### src/rtl/alu_vv_seq.sv
// Registered vector-vector ALU: per-lane add/sub/mul in one cycle, iterative restoring divide.
// Optional saturation of add/sub/mul is enabled by defining ALU_VV_SAT_EN.
module alu_vv_seq #(
  parameter int LANES = 4,
  parameter int WIDTH = 8,
  parameter int SEL_W = 4
) (
  input  logic                        clk,
  input  logic                        rst_n,
  input  logic                        in_valid,
  output logic                        in_ready,
  input  logic [LANES-1:0][WIDTH-1:0] a,
  input  logic [LANES-1:0][WIDTH-1:0] b,
  input  logic [SEL_W-1:0]            selector,
  output logic                        out_valid,
  input  logic                        out_ready,
  output logic [LANES-1:0][WIDTH-1:0] result,
  output logic [LANES-1:0]            carry_out
);

  localparam int CNT_W = (WIDTH > 1) ? $clog2(WIDTH) : 1;
  localparam logic [CNT_W-1:0] CNT_LAST = CNT_W'(WIDTH - 1);

  typedef enum logic {IDLE, DIV} state_t;

  state_t                        state_q, state_d;
  logic [CNT_W-1:0]              cnt_q, cnt_d;
  logic [LANES-1:0][WIDTH-1:0]   quo_q, quo_d;
  logic [LANES-1:0][WIDTH-1:0]   rem_q, rem_d;
  logic [LANES-1:0][WIDTH-1:0]   dvs_q, dvs_d;
  logic                          out_valid_q, out_valid_d;
  logic [LANES-1:0][WIDTH-1:0]   result_q, result_d;
  logic [LANES-1:0]              flag_q, flag_d;

  logic [LANES-1:0][WIDTH:0]     sum, diff, trial, trial_sub;
  logic [LANES-1:0][2*WIDTH-1:0] prod;
  logic [LANES-1:0][WIDTH-1:0]   imm_res, quo_s, rem_s, div_res;
  logic [LANES-1:0]              imm_flag, div_flag;
  logic                          out_free, accept, load;

  logic unused_sel;
  assign unused_sel = ^selector[SEL_W-1:2];

  // Per-lane single-cycle ops and one restoring-division step on the divider registers.
  always_comb begin
    for (int i = 0; i < LANES; i++) begin
      sum[i]  = {1'b0, a[i]} + {1'b0, b[i]};
      diff[i] = {1'b0, a[i]} - {1'b0, b[i]};
      prod[i] = {{WIDTH{1'b0}}, a[i]} * {{WIDTH{1'b0}}, b[i]};
      imm_res[i]  = '0;
      imm_flag[i] = 1'b0;
      case (selector[1:0])
        2'b00: begin
          imm_res[i]  = sum[i][WIDTH-1:0];
          imm_flag[i] = sum[i][WIDTH];
`ifdef ALU_VV_SAT_EN
          if (sum[i][WIDTH]) imm_res[i] = '1;
`endif
        end
        2'b01: begin
          imm_res[i]  = diff[i][WIDTH-1:0];
          imm_flag[i] = diff[i][WIDTH];
`ifdef ALU_VV_SAT_EN
          if (diff[i][WIDTH]) imm_res[i] = '0;
`endif
        end
        2'b10: begin
          imm_res[i]  = prod[i][WIDTH-1:0];
          imm_flag[i] = |prod[i][2*WIDTH-1:WIDTH];
`ifdef ALU_VV_SAT_EN
          if (imm_flag[i]) imm_res[i] = '1;
`endif
        end
        default: begin
          imm_res[i]  = '0;
          imm_flag[i] = 1'b0;
        end
      endcase

      trial[i]     = {rem_q[i], quo_q[i][WIDTH-1]};
      trial_sub[i] = trial[i] - {1'b0, dvs_q[i]};
      if (trial[i] >= {1'b0, dvs_q[i]}) begin
        rem_s[i] = trial_sub[i][WIDTH-1:0];
        quo_s[i] = {quo_q[i][WIDTH-2:0], 1'b1};
      end else begin
        rem_s[i] = trial[i][WIDTH-1:0];
        quo_s[i] = {quo_q[i][WIDTH-2:0], 1'b0};
      end
      div_flag[i] = (dvs_q[i] == '0);
      div_res[i]  = div_flag[i] ? {WIDTH{1'b1}} : quo_s[i];
    end
  end

  always_comb begin
    state_d     = state_q;
    cnt_d       = cnt_q;
    quo_d       = quo_q;
    rem_d       = rem_q;
    dvs_d       = dvs_q;
    result_d    = result_q;
    flag_d      = flag_q;
    out_valid_d = out_valid_q;
    load        = 1'b0;
    out_free    = !out_valid_q || out_ready;
    in_ready    = (state_q == IDLE) && out_free;
    accept      = in_valid && in_ready;

    if (out_ready) out_valid_d = 1'b0;

    case (state_q)
      IDLE: begin
        if (accept) begin
          if (selector[1:0] == 2'b11) begin
            state_d = DIV;
            cnt_d   = '0;
            quo_d   = a;
            rem_d   = '0;
            dvs_d   = b;
          end else begin
            load     = 1'b1;
            result_d = imm_res;
            flag_d   = imm_flag;
          end
        end
      end
      DIV: begin
        if (cnt_q != CNT_LAST) begin
          quo_d = quo_s;
          rem_d = rem_s;
          cnt_d = cnt_q + CNT_W'(1);
        end else if (out_free) begin
          // Final step result goes straight to the output register.
          load     = 1'b1;
          result_d = div_res;
          flag_d   = div_flag;
          state_d  = IDLE;
          cnt_d    = '0;
        end
      end
      default: state_d = IDLE;
    endcase

    if (load) out_valid_d = 1'b1;
  end

  always_ff @(posedge clk or negedge rst_n) begin
    if (!rst_n) begin
      state_q     <= IDLE;
      cnt_q       <= '0;
      quo_q       <= '0;
      rem_q       <= '0;
      dvs_q       <= '0;
      out_valid_q <= 1'b0;
      result_q    <= '0;
      flag_q      <= '0;
    end else begin
      state_q     <= state_d;
      cnt_q       <= cnt_d;
      quo_q       <= quo_d;
      rem_q       <= rem_d;
      dvs_q       <= dvs_d;
      out_valid_q <= out_valid_d;
      result_q    <= result_d;
      flag_q      <= flag_d;
    end
  end

  assign out_valid = out_valid_q;
  assign result    = result_q;
  assign carry_out = flag_q;

endmodule
### config.mk
export PLATFORM = sky130hd
export DESIGN_NAME = alu_vv_seq
export DESIGN_NICKNAME = d
export VERILOG_FILES = /design/src/rtl/alu_vv_seq.sv
export SDC_FILE = /design/constraint.sdc
export NUM_CORES = 1
export LEC_CHECK = 0
export BUFFER_PORTS_ARGS = -buffer_cell sky130_fd_sc_hd__buf_4
export CORE_ASPECT_RATIO = 1.75
export CORE_MARGIN = 1.5
export CORE_UTILIZATION = 55
export DETAILED_ROUTE_END_ITERATION = 6
export GPL_TIMING_DRIVEN = 0
export PLACE_DENSITY = 0.79
export SLEW_MARGIN = 20
export SYNTH_ARGS = -nofsm -noshare
export SYNTH_HDL_FRONTEND = slang
export SYNTH_SLANG_ARGS = --single-unit
### constraint.sdc
create_clock -name clk -period 2.67 [get_ports clk]
set_input_delay 0 -clock clk [delete_from_list [all_inputs] [get_ports clk]]
set_output_delay 0 -clock clk [all_outputs]
set_load 0.005 [all_outputs]
## Word-level counts from Yosys, hierarchy flattened

Index checks and enable logic that the tools add are counted.

| operators by class | value |
|---|---|
| add/subtract/negate cells | 13 |
| magnitude comparators | 4 |
| multipliers | 4 |
| bitwise logic cells | 1 |
| reductions and logical operators | 18 |
| equality and inequality tests | 11 |
| mux-type cells | 55 |

Operators by type and width:

| cell | count |
|---|---|
| $mux 32 | 10 |
| $pmux 32 s2 | 3 |
| $pmux 8 s3 | 4 |
| $mul 8x8->16 | 4 |
| $mux 8 | 8 |
| $add 8x8->9 | 4 |
| $ge 9x8->1 | 4 |
| $sub 8x8->9 | 4 |
| $logic_not 8->1 | 4 |
| $reduce_or 8->1 | 4 |
| $sub 8x8->8 | 4 |
| $mux 4 | 4 |
| $mux 1 | 14 |
| $mux 3 | 4 |
| $pmux 1 s3 | 4 |
| $reduce_and 3->1 | 3 |
| $pmux 4 s2 | 1 |
| $ne 2x1->1 const B | 3 |
| $ne 2x2->1 const B | 3 |
| $pmux 3 s2 | 1 |
| $eq 2x2->1 const B | 2 |
| $pmux 1 s2 | 2 |
| $reduce_and 4->1 | 1 |
| $add 3x1->3 const B | 1 |
| other kinds (9) | 10 |

| word-level totals | value |
|---|---|
| register bits | 137 |
| input port bits | 72 |
| output and inout bits | 38 |

## Longest topological paths before layout

Gate-level depths: netlist of the first run.

| depth | value |
|---|---|
| depth after elaboration | 7 |
| mapped depth | 18 |

## Worst setup path after synthesis of the first run

No wires, ideal clock.

| timing path | value |
|---|---|
| path kind | input -> register |
| start | input port b[15] in the netlist's numbering |
| end | register flag_q[1] (netlist: carry_out[1]) |
| library setup time | 134 ps |
| stages on the path | 14 |
| path buffers | 1 |
| slack | -1671 ps |
| arrival | 4207 ps |
| path through | clkbuf_1 > nand2_1 > fa_1 > fa_1 > fa_1 > fa_1 > inv_1 > ha_1 > and3_1 > a221oi_1 > mux2_2 > or4_1 > a2111oi_2 > a21oi_1 |

| on the way | value |
|---|---|
| longest elaborated chain between the ends | 6 |
| elaborated cells on any way between the ends | 8 |
| classes of those cells | 2 x add/sub; 1 x mul; 4 x mux; 1 x reduce/logical |

RTL lines:

| item | line | text |
|---|---|---|
| start, declared | 13 | `input logic [LANES-1:0][WIDTH-1:0] b,` |
| $mul 8x8->16 | 49 | `prod[i] = {{WIDTH{1'b0}}, a[i]} * {{WIDTH{1'b0}}, b[i]};` |
| $reduce_or 8->1 | 69 | `imm_flag[i] = \|prod[i][2*WIDTH-1:WIDTH];` |
| $pmux 1 s3 (*) | 52 | `case (selector[1:0])` |
| $mux 4 (*) | 113 | `if (selector[1:0] == 2'b11) begin` |
| $mux 4 (*) | 112 | `if (accept) begin` |
| $pmux 4 s2 (*) | 110 | `case (state_q)` |
| end signal, assigned | 164 | `flag_q <= flag_d;` |
| end, declared | 33 | `logic [LANES-1:0] flag_q, flag_d;` |

Mark *: on every way between the ends. The rest lies on a longest branch, timed or not. The select of a mux whose other input is x is not followed.
A chain may end at the register's enable or synchronous reset.

## Worst setup path after layout of the first run

| timing path | value |
|---|---|
| start | input port a[5] in the netlist's numbering |
| end | register flag_q[0] (netlist: carry_out[0]) |

| on the way | value |
|---|---|
| longest elaborated chain between the ends | 6 |
| elaborated cells on any way between the ends | 8 |
| classes of those cells | 2 x add/sub; 1 x mul; 4 x mux; 1 x reduce/logical |

RTL lines:

| item | line | text |
|---|---|---|
| start, declared | 12 | `input logic [LANES-1:0][WIDTH-1:0] a,` |
| $mul 8x8->16 | 49 |  |
| $reduce_or 8->1 | 69 |  |
| $pmux 1 s3 (*) | 52 |  |
| $mux 4 (*) | 113 |  |
| $mux 4 (*) | 112 |  |
| $pmux 4 s2 (*) | 110 |  |

Marks and branches as above.

==> metrics.yaml, run 1 <==
drt-total-wl_mm: 68.08
wl_per_cell_um: 23.05
htreeDepth: 4
avgSynthCellArea_um2: 8.389
fin_util_pct: 70.79
overflow: 0
fin_crit_sh_pct: 154.5
fin_cells: 2954
min_period_ns: 4.125
ioPinCount: 110
worst_path_most_repeated_cell: "fa_1"
fin_worst_hold_slack_ns: -0.02520
synth-seq-cells: 137
layout.nets: 2954
syn2layout_area_growth_pct: 27.17
fmax_mhz: 242.4
place_ws_ns: -2.480
clock_sinks: 137
placed_cell_area_um2: 20620
drv_slew: 0
vias: 18632
port_buffers: 105
power_density_nw_per_um2: 1061
core_area_um2: 33520
drv_cap: 0
track_usage_pct: 39.08
drive_gt1_share_pct: 19.95
p_int_mw: 13.15
postRouteAntennaNets: 0
clk_path_buf_depth: 2
p_total_mw: 25.18
synth_ff_type: "dfrtp_1"
p_switching_mw: 12.03
clkPwrFrac_pct: 9.6
setup_violations: 13
dieArea_um2: 35080
yosysWarnings: 0
drt_iter0_markers: 1524
critical_path.slowest_cell: "fa_1"
synthArstFlopShare_pct: 100.0
final_common_cell: "inv_1"
critPathArrivalTime_ns: 4.44
initial_core_util_pct: 55.66
die_x_um: 142.2
irDropWorstVdd_uv: 895.7
drcViolationCount: 0
first_pass_iters: 6
worst_pin_slew_ns: 1.032
grt_max_degree: 84
row_count: 89
p_seq_share_pct: 16.2
ys_seq_area_share_pct: 18.37
slew-limit-headroom_pct: 31.17
tritoncts: "done"
design_area_um2: 23730
cpPeakStageDelay_ns: 0.56
fp.dieH_um: 246.7
fin_ws_ns: -1.455
clk_latency_ns: 0.44
path_cells: "buf_12 > and2_4 > fa_1 > inv_2 > fa_2 > fa_1 > fa_1 > inv_2 > ha_4 > nor3_4 > nor2_4 > a31o_4 > xor2_1 > or4_4 > nor4_4 > a21oi_2"
cts.root.buffer_cell: "clkbuf_16"
path_class: "in2reg"
rsz0062_at_grt: "true"
swShare_pct: 47.77
grt_pass1_wl_mm: 104.0
dp_hpwl_mm: 47.18
dp_cells: 2785
p_leak_nw: 11.14
worst_setup_path_start_kind: "primary input"
violations: "hold timing, setup timing"
antenna_found_initial: 5
synth_area_um2: 18660
finalHoldViolCount: 1
clk_pin_slew_ns: 0.06
crit_required_ns: 2.98
cts_buffers: 17
synthDistinctLibCells: 76
status: "finished with violations"
mostFrequentLayoutCells: "287 x inv_1, 229 x nand2_1, 190 x ha_1"
synthCells: 2224
gp_congestion: 1.002
viasPerCell: 6.307
min-delay-path-class: "in2reg"
crit_path_max_fanout: 5
synth_nets: 2694
synth-edff-count: 0
grt_pass1_vias: 19636
skew_ns: 0.01112
crit_path_end_kind: "register"
tns_ns: -7.766
comb_power_share_pct: 74.2
==> flip-flops by register name (all words and copies together) (netlist names) <==
| register | cells |
|---|---|
| dvs_q | 32 |
| carry_out | 4 |
| state_q | 1 |
| out_valid | 1 |
| result | 32 |
| rem_q | 32 |
| cnt_q | 3 |
| quo_q | 32 |
==> cell usage after synthesis, types with 32 or more instances <==
library cell	n	area, um2
mux2i_1	48	480.5
dfrtp_1	137	3428
and2_1	116	725.7
a21oi_1	109	545.5
nand2_1	246	923.4
ha_1	242	3028
fa_1	156	3123
o21ai_0	139	695.7
nor2_1	142	533.0
nor3_1	44	220.2
o21a_1	32	240.2
clkbuf_1	51	191.4
inv_1	326	1224
a21o_1	34	255.2
==> worst paths after layout <==
kind,startpoint,to,depth (start not counted),slack (ns)
worst max register to register,cnt_q[0],carry_out[1],8,-0.10
worst max-delay path,a[5],carry_out[0],16,-1.45
min in group asynchronous,rst_n,rem_q[21],2,0.06
max in group asynchronous,rst_n,result[28],3,1.77
worst min-delay path,a[22],quo_q[22],3,-0.03
worst min register to register,quo_q[1],quo_q[1],2,0.48
==> logic make-up (layout without fill, tap and decap cells) <==
family                   Yosys count  after routing  synth area share (%)
AND/OR/NAND/NOR                  682            682                 17.52
AO/OA/AOI/OAI                    518            518                 18.04
adder cells (fa/ha/maj)          398            398                 32.97
buffers and inverters            388            660                 7.833
flip-flops                       137            137                 18.37
multiplexers                      60             60                 3.340
XOR/XNOR                          41             41                 1.925
other                              0              3                     0
==> per-layer routing <==
metal / up-vias / part of all wire [%] / track usage [%]
met4: 2 / 9.9 / 33.47
li1: 8087 / - / -
met5: - / 0.025 / 0
met2: 1082 / 50 / 66.90
met3: 439 / 7.8 / 9.024
met1: 9022 / 32 / 39.88
==> cell type report <==
| type | instances | area [um2] |
|---|---|---|
| clock buffer | 20 | 456.7 |
| fill | 2435 | 9791 |
| tap | 455 | 569.3 |
| sequential | 137 | 3428 |
| multi-input combinational | 1699 | 15180 |
| buffer | 58 | 325.3 |
| timing repair buffer | 244 | 2385 |
| antenna | 3 | 7.507 |
| inverter | 327 | 1250 |
| clock inverter | 11 | 122.6 |
==> power by group through the flow <==
stage | Clock [mW] | Combinational, mW | Sequential [mW]
5_1_grt | 2.48 | 20.3 | 4.13
3_3_place_gp | 0 | 14.6 | 3.99
6_report | 2.41 | 18.7 | 4.07
4_1_cts | 2.39 | 17.1 | 4.00
3_5_place_dp | 0 | 15.1 | 4.02
2_1_floorplan | 0 | 10.9 | 3.76
==> worst max-delay path, delay by kind of cell <==
kind                       cells  cell delay, ns
adders and majority gates      5            2.30
xor gates and xnor gates       1            0.15
buffers and inverters          3            0.21
AOI/OAI and AO/OA              2            0.33
and+or+nand+nor                5            1.43
==> timing repair <==
action	in CTS	in global routing
hold endpoints to repair	189	1
setup endpoints to repair	70	95
buffers inserted	56	28
pin swaps	98	85
resized for setup	202	117
hold buffers	53	1
Note: power is estimated with default switching activity, not from simulation.
==> inputs of run 2 (changes only) <==
--- a/config.mk
+++ b/config.mk
@@ -8,10 +8,10 @@
 export BUFFER_PORTS_ARGS = -buffer_cell sky130_fd_sc_hd__buf_4
 export CORE_ASPECT_RATIO = 1.75
 export CORE_MARGIN = 1.5
-export CORE_UTILIZATION = 55
+export CORE_UTILIZATION = 58
 export DETAILED_ROUTE_END_ITERATION = 6
 export GPL_TIMING_DRIVEN = 0
-export PLACE_DENSITY = 0.79
+export PLACE_DENSITY = 0.83
 export SLEW_MARGIN = 20
 export SYNTH_ARGS = -nofsm -noshare
 export SYNTH_HDL_FRONTEND = slang
==> metrics.yaml, run 2 (synthesis results as in run 1) <==
status: "finished with violations"
violations: "hold timing, setup timing"
crit_required_ns: 2.98
p_leak_nw: 11.09
crit_path_max_fanout: 10
min-delay-path-class: "in2reg"
initial_core_util_pct: 58.98
r2r_cells: 10
clk_path_buf_depth: 2
drt-total-wl_mm: 66.42
place_ws_ns: -2.412
row_count: 86
final_common_cell: "inv_1"
grt_pass1_vias: 19130
dp_cells: 2726
grt_pass1_wl_mm: 100.1
slew-limit-headroom_pct: 20.64
first_pass_iters: 7
crit_path_end_kind: "register"
syn2layout_area_growth_pct: 26.15
fin_util_pct: 74.40
cts_buffers: 17
grt_max_degree: 101
mostFrequentLayoutCells: "285 x inv_1, 234 x nand2_1, 186 x ha_1"
drt_iter0_markers: 1506
layout.nets: 2936
whs_path_depth: 4
power_density_nw_per_um2: 1075
min_period_ns: 3.990
worst_pin_slew_ns: 1.186
die_x_um: 138.6
vias: 18576
fin_worst_hold_slack_ns: -0.003851
worst_setup_path_start_kind: "primary input"
skew_ns: 0.01124
critPathArrivalTime_ns: 4.30
diodes: 0
track_usage_pct: 38.90
overflow: 0
wl_per_cell_um: 23.10
cts.root.buffer_cell: "clkbuf_16"
setup_violations: 21
postRouteAntennaNets: 0
fin_crit_sh_pct: 149.4
fin_cells: 2875
dp_hpwl_mm: 46.56
htreeDepth: 4
fp.dieH_um: 240.3
ioPinCount: 110
placed_cell_area_um2: 20550
fmax_mhz: 250.6
finalHoldViolCount: 2
fin_ws_ns: -1.320
irDropWorstVdd_uv: 778.8
core_area_um2: 31640
port_buffers: 105
drive_gt1_share_pct: 19.04
drcViolationCount: 0
drv_cap: 0
clock_sinks: 137
antenna_found_initial: 1
tns_ns: -7.752
clk_latency_ns: 0.44
viasPerCell: 6.461
rsz0062_at_grt: "true"
drv_slew: 0
design_area_um2: 23540
dieArea_um2: 33300
tritoncts: "done"
clk_pin_slew_ns: 0.07
gp_congestion: 1.026
path_class: "in2reg"
[run 2: power by group]
part,internal [mW],leakage [nW],switching [mW]
Sequential,3.19,1.63,0.882
Combinational,8.44,9.14,10.1
Clock,1.72,0.316,1.02
Total,13.3,11.1,12.0
[run 2: critical path: stages]
cell and delay (ns):
buf_4 0.17, and2_4 0.15, fa_1 0.50, inv_1 0.06, fa_2 0.46, fa_1 0.51, fa_1 0.53, inv_2 0.06
ha_4 0.19, nor3_1 0.27, o21ai_2 0.14, a311oi_2 0.24, a211oi_2 0.08, or4_4 0.51, nor4_4 0.31, a21oi_1 0.13
[run 2: through the flow]
stage / hold WS, ns / power, mW
2_1_floorplan: -0.2956 / 14.71
3_3_place_gp: 0.3016 / 18.39
3_5_place_dp: -0.1017 / 19.03
4_1_cts: 0.001218 / 23.66
5_1_grt: 0.01139 / 26.83
6_report: -0.003851 / 25.31
[run 2: area by class of cell]
cell class,instances,area (um2)
buffer,59,321.6
sequential,137,3428
inverter,327,1245
clock inverter,13,216.5
tap,396,495.5
fill,2116,8098
timing repair buffer,225,2228
multi-input combinational,1699,15150
clock buffer,19,452.9
[run 2: timing repair]
action | in CTS | in global routing
hold buffers | 48 | 1
pin swaps | 88 | 66
resized for setup | 184 | 121
hold endpoints to repair | 184 | 1
setup buffers | 55 | 24
setup endpoints to repair | 60 | 93
[run 2: final timing paths]
check	start	endpoint	slack, ns
max	a[6]	carry_out[0]	-1.32
min	a[0]	quo_q[0]	-0.004
max reg2reg	dvs_q[17]	rem_q[16]	-0.06
min reg2reg	quo_q[30]	quo_q[30]	0.50
max in group asynchronous	rst_n	result[12]	1.78
min in group asynchronous	rst_n	rem_q[4]	0.03
[run 2: per-layer routing]
metal  wire [um]  vias up  global-route usage, %
met4        6331        2                  30.11
li1            -     8052                      -
met5          13        -                      0
met2       32870     1118                  69.64
met1       21960     9010                  40.72
met3        5243      394                  6.134
==> inputs of run 3 (changes only) <==
==> config.mk (replaced) <==
export PLATFORM = sky130hd
export DESIGN_NAME = alu_vv_seq
export DESIGN_NICKNAME = d
export VERILOG_FILES = /design/src/rtl/alu_vv_seq.sv
export SDC_FILE = /design/constraint.sdc
export NUM_CORES = 1
export LEC_CHECK = 0
export CORE_ASPECT_RATIO = 1.75
export CORE_MARGIN = 1.5
export CORE_UTILIZATION = 35
export DETAILED_ROUTE_END_ITERATION = 6
export DONT_BUFFER_PORTS = 1
export GPL_TIMING_DRIVEN = 0
export PLACE_DENSITY = 0.54
export SLEW_MARGIN = 20
export SYNTH_ARGS = -nofsm -noshare
export SYNTH_HDL_FRONTEND = slang
export SYNTH_SLANG_ARGS = --single-unit
==> metrics.yaml, run 3 (synthesis results as in run 1) <==
dp_hpwl_mm: 51.37
fin_crit_sh_pct: 138.8
die_x_um: 177.5
antenna_found_initial: 1
tritoncts: "done"
place_ws_ns: -1.795
drive_gt1_share_pct: 13.46
track_usage_pct: 25.80
ioPinCount: 110
initial_core_util_pct: 35.54
vias: 16938
worst_setup_path_start_kind: "primary input"
p_total_mw: 23.84
fin_worst_hold_slack_ns: -0.7416
drt_iter0_markers: 809
crit_path_end_kind: "register"
rsz0062_at_grt: "true"
core_area_um2: 52500
fillCellCount: 5300
drt-total-wl_mm: 68.92
crit_path_max_fanout: 9
violations: "hold timing, setup timing"
r2r-end: "carry_out[1]"
postRouteAntennaNets: 0
fin_cells: 3040
cts.root.buffer_cell: "clkbuf_16"
first_pass_iters: 5
drv_slew: 0
dieArea_um2: 54760
skew_ns: 0.01743
finalHoldViolCount: 137
overflow: 0
drv_cap: 0
drcViolationCount: 0
irDropWorstVdd_uv: 673.9
grt_pass1_vias: 18405
tns_ns: -5.236
p_leak_nw: 10.39
path_class: "in2reg"
grt_pass1_wl_mm: 106.3
row_count: 111
postCtsHoldBufs: 65
ff2ff_setup_slack_ns: -0.06
mostFrequentLayoutCells: "297 x inv_1, 240 x nand2_1, 191 x ha_1"
wl_per_cell_um: 22.67
r2r_cells: 8
grt_max_degree: 138
min-delay-path-class: "in2async"
clock_sinks: 137
timing.rr.start: "cnt_q[1]"
viasPerCell: 5.572
clk_path_buf_depth: 2
critPathArrivalTime_ns: 4.03
min_period_ns: 3.705
setup_violations: 10
fmax_mhz: 269.9
slew-limit-headroom_pct: 26.13
syn2layout_area_growth_pct: 20.77
diodes: 0
dp_cells: 2903
gp_congestion: 0.9476
clk_latency_ns: 0.45
crit_required_ns: 2.99
status: "finished with violations"
power_density_nw_per_um2: 1058
fp.dieH_um: 308.4
port_buffers: 0
fin_ws_ns: -1.035
layout.nets: 2819
final_common_cell: "inv_1"
cts_buffers: 17
worst_pin_slew_ns: 1.108
clk_pin_slew_ns: 0.07
htreeDepth: 4
## run 3: changes by cell type in the layout (fill, tap and decap cells not counted), sizes merged
cell	delta
inv	+1
buf	-134
bufinv	-1
clkdlybuf4s15	+1
dlygate4sd3	+16
## run 3: through the flow
step	area (um2)	hold WS, ns	utilization, %
finish	22530	-0.7416	42.92
CTS	22040	-0.7540	41.98
global placement	20070	-0.2814	38.24
floorplan	19230	-0.2956	-
detailed placement	20100	-0.2814	38.28
global route	22530	-0.7610	42.92
## run 3: cell type report
| class | instances | area (um2) | share of cell area (%) |
|---|---|---|---|
| Buffer | 59 | 376.6 | 1.671 |
| Clock buffer | 19 | 432.9 | 1.921 |
| Clock inverter | 13 | 193.9 | 0.8607 |
| Inverter | 327 | 1247 | 5.536 |
| Multi-Input combinational cell | 1699 | 14950 | 66.36 |
| Sequential cell | 137 | 3428 | 15.21 |
| Tap cell | 678 | 848.3 | 3.765 |
| Timing Repair Buffer | 108 | 1054 | 4.675 |
## run 3: how the worst max path moves through the flow
stage               cells after the start  start           end
floorplan                              14  b[15]  carry_out[1]
finish                                 15   b[3]  carry_out[0]
CTS                                    14  b[15]  carry_out[1]
global route                           15   b[3]  carry_out[0]
global placement                       15  b[18]  carry_out[2]
detailed placement                     15  b[18]  carry_out[2]
## run 3: power breakdown
group,total (mW),internal [mW],switching (mW)
Sequential,4.13,3.19,0.939
Combinational,17.1,7.72,9.35
Clock,2.64,1.57,1.06
Total,23.8,12.5,11.4
## run 3: critical path: stages
cell and delay [ns]:
and2_1 0.15, fa_1 0.53, inv_1 0.06, fa_1 0.51, fa_1 0.50, fa_1 0.54
inv_2 0.06, ha_4 0.18, nor3_4 0.21, nor2_2 0.07, a311oi_2 0.28, a211oi_1 0.07
or4_1 0.55, nor4_2 0.20, a21oi_1 0.11
## run 3: timing repair
action / in CTS / in global routing
setup buffers: 36 / 15
gates resized for setup: 106 / 100
pin swaps: 55 / 58
hold endpoints to repair: 206 / 137
endpoints found under the setup margin: 118 / 91
## run 3: routing by layer
layer / vias up / GRT usage (%) / share of wire [%]
met5: - / 0 / 0.016
met2: 485 / 47.24 / 52
met4: 2 / 14.34 / 5.7
met3: 181 / 5.338 / 5.9
li1: 7805 / - / -
met1: 8465 / 27.09 / 37
